`src/rtl/square_plotter_if.sv`:
```
// Request/pixel bus between a square source and square_plotter.
//   req_valid/req_ready : request handshake, accepted when both are high
//   req_x/req_y/req_colour : top-left corner and RGB colour of the square
//   plot, vga_x, vga_y, vga_colour : per-cycle VGA pixel write
//   busy : plotter is drawing or finishing; done : one-cycle completion pulse
interface square_plotter_if;
    logic       req_valid;
    logic       req_ready;
    logic [7:0] req_x;
    logic [6:0] req_y;
    logic [2:0] req_colour;
    logic       plot;
    logic [7:0] vga_x;
    logic [6:0] vga_y;
    logic [2:0] vga_colour;
    logic       busy;
    logic       done;

    modport master (
        output req_valid, req_x, req_y, req_colour,
        input  req_ready, plot, vga_x, vga_y, vga_colour, busy, done
    );

    modport slave (
        input  req_valid, req_x, req_y, req_colour,
        output req_ready, plot, vga_x, vga_y, vga_colour, busy, done
    );
endinterface

```
`src/rtl/square_plotter.sv`:
```
// Draws a SIZE x SIZE filled square, one pixel per cycle in raster order, with screen clipping.
//   clk   : sole clock, rising edge
//   reset : synchronous, active-high
//   bus   : square_plotter_if.slave (request handshake in, VGA pixel stream and status out)
module square_plotter #(
    parameter int unsigned SIZE  = 4,
    parameter int unsigned X_MAX = 160,
    parameter int unsigned Y_MAX = 120
) (
    input logic              clk,
    input logic              reset,
    square_plotter_if.slave  bus
);

    if (SIZE < 1 || SIZE > 8) begin : g_bad_size
        $error("square_plotter: SIZE must be in 1..8");
    end

    localparam logic [2:0] LAST = 3'(SIZE - 1);

    typedef enum logic [1:0] {StIdle, StDraw, StDone} state_t;

    state_t     state_q, state_d;
    logic [2:0] cx_q, cx_d;
    logic [2:0] cy_q, cy_d;
    logic [7:0] base_x_q, base_x_d;
    logic [6:0] base_y_q, base_y_d;
    logic [2:0] colour_q, colour_d;

    logic       req_ready;
    logic       plot;
    logic [7:0] vga_x;
    logic [6:0] vga_y;
    logic [2:0] vga_colour;
    logic       done;

    always_ff @(posedge clk) begin
        if (reset) begin
            state_q  <= StIdle;
            cx_q     <= '0;
            cy_q     <= '0;
            base_x_q <= '0;
            base_y_q <= '0;
            colour_q <= '0;
        end else begin
            state_q  <= state_d;
            cx_q     <= cx_d;
            cy_q     <= cy_d;
            base_x_q <= base_x_d;
            base_y_q <= base_y_d;
            colour_q <= colour_d;
        end
    end

    always_comb begin
        state_d    = state_q;
        cx_d       = cx_q;
        cy_d       = cy_q;
        base_x_d   = base_x_q;
        base_y_d   = base_y_q;
        colour_d   = colour_q;
        req_ready  = 1'b0;
        plot       = 1'b0;
        vga_x      = '0;
        vga_y      = '0;
        vga_colour = '0;
        done       = 1'b0;

        unique case (state_q)
            StIdle: begin
                // Ready drops combinationally with reset so nothing is accepted while it is held.
                req_ready = !reset;
                if (bus.req_valid) begin
                    base_x_d = bus.req_x;
                    base_y_d = bus.req_y;
                    colour_d = bus.req_colour;
                    cx_d     = '0;
                    cy_d     = '0;
                    state_d  = StDraw;
                end
            end

            StDraw: begin
                // Coordinates wrap at the port widths; wrapped pixels are then clipped or not.
                vga_x      = base_x_q + {5'b0, cx_q};
                vga_y      = base_y_q + {4'b0, cy_q};
                vga_colour = colour_q;
                plot       = (32'(vga_x) < X_MAX) && (32'(vga_y) < Y_MAX);
                if (cx_q == LAST) begin
                    cx_d = '0;
                    if (cy_q == LAST) begin
                        state_d = StDone;
                    end else begin
                        cy_d = 3'(cy_q + 3'd1);
                    end
                end else begin
                    cx_d = 3'(cx_q + 3'd1);
                end
            end

            StDone: begin
                done    = 1'b1;
                state_d = StIdle;
            end

            default: state_d = StIdle;
        endcase
    end

    assign bus.req_ready  = req_ready;
    assign bus.plot       = plot;
    assign bus.vga_x      = vga_x;
    assign bus.vga_y      = vga_y;
    assign bus.vga_colour = vga_colour;
    assign bus.done       = done;
    assign bus.busy       = (state_q != StIdle);

endmodule

```
`src/flat_wrapper.sv`:
```
// flat-port wrapper written by rule: the top's interface ports become plain ports
module square_plotter_flat 
#(
    parameter int unsigned SIZE  = 4,
    parameter int unsigned X_MAX = 160,
    parameter int unsigned Y_MAX = 120
)
  (clk, reset, bus_req_valid, bus_req_x, bus_req_y, bus_req_colour, bus_req_ready, bus_plot, bus_vga_x, bus_vga_y, bus_vga_colour, bus_busy, bus_done);
  square_plotter_if bus_i ();
  input logic clk;
  input logic reset;
  input wire logic [$bits(bus_i.req_valid)-1:0] bus_req_valid;
  input wire logic [$bits(bus_i.req_x)-1:0] bus_req_x;
  input wire logic [$bits(bus_i.req_y)-1:0] bus_req_y;
  input wire logic [$bits(bus_i.req_colour)-1:0] bus_req_colour;
  output wire logic [$bits(bus_i.req_ready)-1:0] bus_req_ready;
  output wire logic [$bits(bus_i.plot)-1:0] bus_plot;
  output wire logic [$bits(bus_i.vga_x)-1:0] bus_vga_x;
  output wire logic [$bits(bus_i.vga_y)-1:0] bus_vga_y;
  output wire logic [$bits(bus_i.vga_colour)-1:0] bus_vga_colour;
  output wire logic [$bits(bus_i.busy)-1:0] bus_busy;
  output wire logic [$bits(bus_i.done)-1:0] bus_done;
  assign bus_i.req_valid = bus_req_valid;
  assign bus_i.req_x = bus_req_x;
  assign bus_i.req_y = bus_req_y;
  assign bus_i.req_colour = bus_req_colour;
  assign bus_req_ready = bus_i.req_ready;
  assign bus_plot = bus_i.plot;
  assign bus_vga_x = bus_i.vga_x;
  assign bus_vga_y = bus_i.vga_y;
  assign bus_vga_colour = bus_i.vga_colour;
  assign bus_busy = bus_i.busy;
  assign bus_done = bus_i.done;
  square_plotter #(.SIZE(SIZE), .X_MAX(X_MAX), .Y_MAX(Y_MAX)) u_core (.clk(clk), .reset(reset), .bus(bus_i));
endmodule
```
`config.mk`:
```
export PLATFORM = sky130hd
export DESIGN_NAME = square_plotter_flat
export DESIGN_NICKNAME = d
export VERILOG_FILES = /design/src/rtl/square_plotter_if.sv /design/src/rtl/square_plotter.sv /design/src/flat_wrapper.sv
export SDC_FILE = /design/constraint.sdc
export NUM_CORES = 1
export LEC_CHECK = 0
export BUFFER_PORTS_ARGS = -buffer_cell sky130_fd_sc_hd__buf_2
export CAP_MARGIN = 20
export CORE_UTILIZATION = 46
export CTS_CLUSTER_SIZE = 12
export DETAILED_ROUTE_END_ITERATION = 16
export PLACE_DENSITY = 0.77
export SETUP_SLACK_MARGIN = 0.4
export SLEW_MARGIN = 10
export SYNTH_ARGS = -nofsm -noshare
export SYNTH_HDL_FRONTEND = slang
export SYNTH_SLANG_ARGS = --single-unit
```
`constraint.sdc`:
```
create_clock -name clk -period 2.3 [get_ports clk]
set_clock_uncertainty 0.15 [all_clocks]
set_input_delay 0.23 -clock clk [delete_from_list [all_inputs] [get_ports clk]]
set_output_delay 0.23 -clock clk [all_outputs]
set_load 0.01 [all_outputs]
```
==> flow_results.org <==
** Yosys
- Share of cell area taken by muxes after synthesis :: 2.70%
- After synthesis, the largest family of logic cells by area is simple AND/OR/NAND/NOR gates.
- Yosys reg bits :: 26
- Counting flops with a built-in enable in the synthesized netlist gives 0.
- The share of synthesized area in the top cell type comes to 34.0%.
- In the synthesized netlist the async set-or-reset flop fraction comes to 0%.
- Synthesized-area fraction occupied by xor and xnor cells :: 4.01%
- After synthesis, the mean cell area works out to 8.09 µm².
- Net count of the mapped netlist :: 221
- The synthesized netlist devotes 19.2% of its cell area to compound gates.
- Ranked by total cell area, the synthesized netlist is headed by dfxtp_1, nand2_1, a21oi_1.
- In this run, distinct cell masters in the synthesized netlist total 39.
- Counting every instance in the synthesized netlist gives 189.
- YS warnings :: 0
- After Yosys synthesis, full adders, half adders and majority gates account for 9.98% of the synthesized area.
- The share of the Yosys chip area taken by registers is 34.0%.
- After Yosys synthesis, and, or, nand and nor cells account for 26.5% of the synthesized area.
- Cell area after synthesis :: 1530 µm²
- Among all cell types in the netlist, the one instantiated most often is nand2_1.
- dfxtp_1 takes more of the synthesized area than any other cell.
- The most used flip-flop cell after synthesis is dfxtp_1.
- Top cells by instance count after synthesis :: nand2_1, a21oi_1, dfxtp_1

** Detailed routing
- Sum of routed wire length over all layers :: 4120 µm
- Remaining routing DRC violations :: 0
- For this run, the detailed router's first-pass iteration total came to 4.
- In the final routed layout, each cell accounts on average for 13.5 µm.
- Detailed routing inserted a total of 1,608 vias.
- Vias per inst :: 5.27
- Violation count after the first detailed-routing iteration :: 104
- DRT antenna net count :: 0

** Critical path
- For the worst setup path, the data arrival time is 2100 ps.
- The worst setup path is captured at an output pin.
- Grouping stages by cell kind, the critical path spends the most delay in simple AND/OR/NAND/NOR gates.
- Reg-to-reg setup timing slack :: 520 ps
- Traced cell by cell, the critical path runs through ha_4, fa_2, a21oi_4, buf_4, buf_6, or4_4, a21oi_2, buf_2.
- Highest fanout seen on the critical path :: 3
- Class of the most critical setup path :: register to output pin
- The largest single stage delay on the critical path is 410 ps.
- Data required time of the worst path :: 1920 ps
- Counting both buffers and inverters, the worst setup path holds a total of 3.
- Kind of start point of the critical path :: register
- CP max stage cell :: or4_4

** GRT
- Entering global routing, the biggest net connects 28 pins.
- Global-route wire length before repair :: 6310 µm
- The initial antenna violation count was 0.
- Global routing consumed, over all layers together, 23.6% of the routing resources.
- GRT Residual Overflow :: 0
- Number of global-route vias before repair :: 1,530

** Power and ir drop
- The analysis attributes to net switching a power of 0.279 mW.
- Combinational share of power :: 21.5%
- Maximum ir drop on the vdd rail :: 0.447 mV
- Power density over the cells :: 444 nW/µm²
- Total Power :: 1.04 mW
- The clock network is responsible for 30.2% of the overall power.
- Leakage Power :: 0.992 nW
- Sequential group share of total power :: 48.3%
- Cell internal pwr :: 0.761 mW
- Net switching is 26.8% of the power.

** Clocking
- Count of clock tree sinks :: 26
- CTS tree :: done
- Clock transition time at the flip-flop clock pins of the worst setup and hold paths :: 140 ps
- Clock buffer depth :: 2
- Number of buffers created by CTS :: 3
- The tree is rooted in a clkbuf_4.
- Clock network latency to the later pin of the worst-skew pair :: 330 ps
- In this run the number of H-tree levels came out at 1.

** Placed design
- Detailed Place HPWL :: 2330 µm
- Input and output buffers added on the ports amount to 42.
- Routability cong. :: 0.823
- Prior to clock tree synthesis, the placed netlist has a worst setup slack of 72.8 ps.

** STA
- Highest attainable clock frequency :: 404 MHz
- Setup repair after global routing could not meet its margin everywhere.
- Slew Viols, Final :: 0
- Final min period :: 2480 ps
- Final count of hold timing violations :: 0
- Actual slew at the worst max-slew pin :: 510 ps
- Final Worst Setup Slack :: -177 ps
- Setup violations remaining at the end of the flow were counted as 2.
- The worst path uses 108% of the clock period.
- Max-slew headroom at the worst pin :: 66.0%

** Layout
- Cells with a size suffix above 1 make up 40.2% of the layout.
- The layout has 243 filler cells.
- 0 antenna diodes ended up in the layout.
- The final layout contains 294 nets.
- Relative to the synthesized area, the layout overhead comes to 53.2%.

** Outcome
- The final reports fail on setup timing.
- The run finished, with violations left.

** Die
- In this run the core area contains 20 standard-cell rows.
- Floorplan die area :: 3560 µm²
- 43 I/O pins were placed.
- For this configuration, the core starts out at a cell density of 49.3%.
- Vertical die dimension :: 59.7 µm
- Horiz. Die Dim :: 59.7 µm
- The floorplan step defined a core boundary enclosing 3100 µm².

** Hold path
- Hold Path Class :: primary input to register

** Flow run
- Maxcap violations :: 0
through the flow:
| stage | setup TNS (ps) | hold WS, ps | area (µm²) | cells | utilization (%) |
|---|---|---|---|---|---|
| after detailed placement | 0 | 296 | 1810 | 270 | 58.2 |
| after floorplan | 0 | 216 | 1560 | 189 | - |
| after CTS | -321 | 181 | 2230 | 299 | 71.9 |
| after global routing | -735 | 192 | 2340 | 305 | 75.5 |
| final | -348 | 188 | 2340 | 305 | 75.5 |
| after global placement | 0 | 292 | 1810 | 270 | 58.2 |
worst reg2reg max path, cell delays in order, from the launching register on:
cell	delay, ps
dfxtp_4	410
buf_4	120
ha_1	150
nand2b_1	140
o31ai_4	400
mux2i_1	250
nor2_1	50
cells in the final DEF (no fill, tap or decap), types with 4 or more instances in the layout:
cell,n
buf_4,12
inv_1,4
ha_1,4
dfxtp_4,5
a21oi_1,24
buf_6,5
and2_1,7
dlygate4sd3_1,18
nor2_1,13
ha_4,5
dfxtp_1,17
dfxtp_2,4
xnor2_1,4
nand2_1,41
buf_2,41
state kept, by name (all words and copies together), names as in the netlist:
name,count
u_core.base_x_q,8
u_core.base_y_q,7
u_core.colour_q,3
u_core.cx_q,3
u_core.cy_q,3
u_core.state_q,2
power by group through the flow:
stage / clock network, mW / logic, mW / registers, mW
finish: 0.314 / 0.223 / 0.503
global route: 0.342 / 0.247 / 0.507
CTS: 0.321 / 0.208 / 0.503
detailed placement: 0 / 0.167 / 0.511
global placement: 0 / 0.165 / 0.509
floorplan: 0 / 0.115 / 0.504
logic make-up after synthesis:
| kind of cell | Yosys count |
|---|---|
| xor+xnor | 7 |
| flops | 26 |
| simple gates | 85 |
| compound gates | 44 |
| buf+inv | 12 |
| mux | 4 |
| fa+ha+maj | 11 |
area by class of cell:
class,instances,area (µm²),share of cell area [%]
Multi-Input combinational cell,151,1140,48.8
Sequential cell,26,544,23.2
Timing Repair Buffer,76,532,22.7
Tap cell,44,55.1,2.35
Clock inverter,1,30.0,1.28
Clock buffer,3,22.5,0.962
Inverter,4,15.0,0.641
path summary, 6_finish.rpt:
| kind | start | end | cells after the start |
|---|---|---|---|
| max | u_core.cy_q[0] | bus_vga_y[6] | 8 |
| min | reset | u_core.cy_q[2] | 2 |
| max reg2reg | u_core.cx_q[1] | u_core.cy_q[1] | 6 |
| min reg2reg | u_core.colour_q[0] | u_core.colour_q[0] | 2 |
per-layer routing:
layer	routed length [µm]	track usage (%)	part of all wire (%)
met1	1660	26.0	40
met2	2190	45.9	53
met3	202	4.76	4.9
met4	66	5.32	1.6
met5	0	0	0
repair_timing:
item | CTS | global route
endpoints found under the hold margin | 18 | 0
buffers inserted | 7 | 6
setup endpoints to repair | 15 | 21
hold buffers | 18 | 0
pin swaps | 18 | 16
gates resized for setup | 31 | 18
Power figures use the tool's default switching activity.
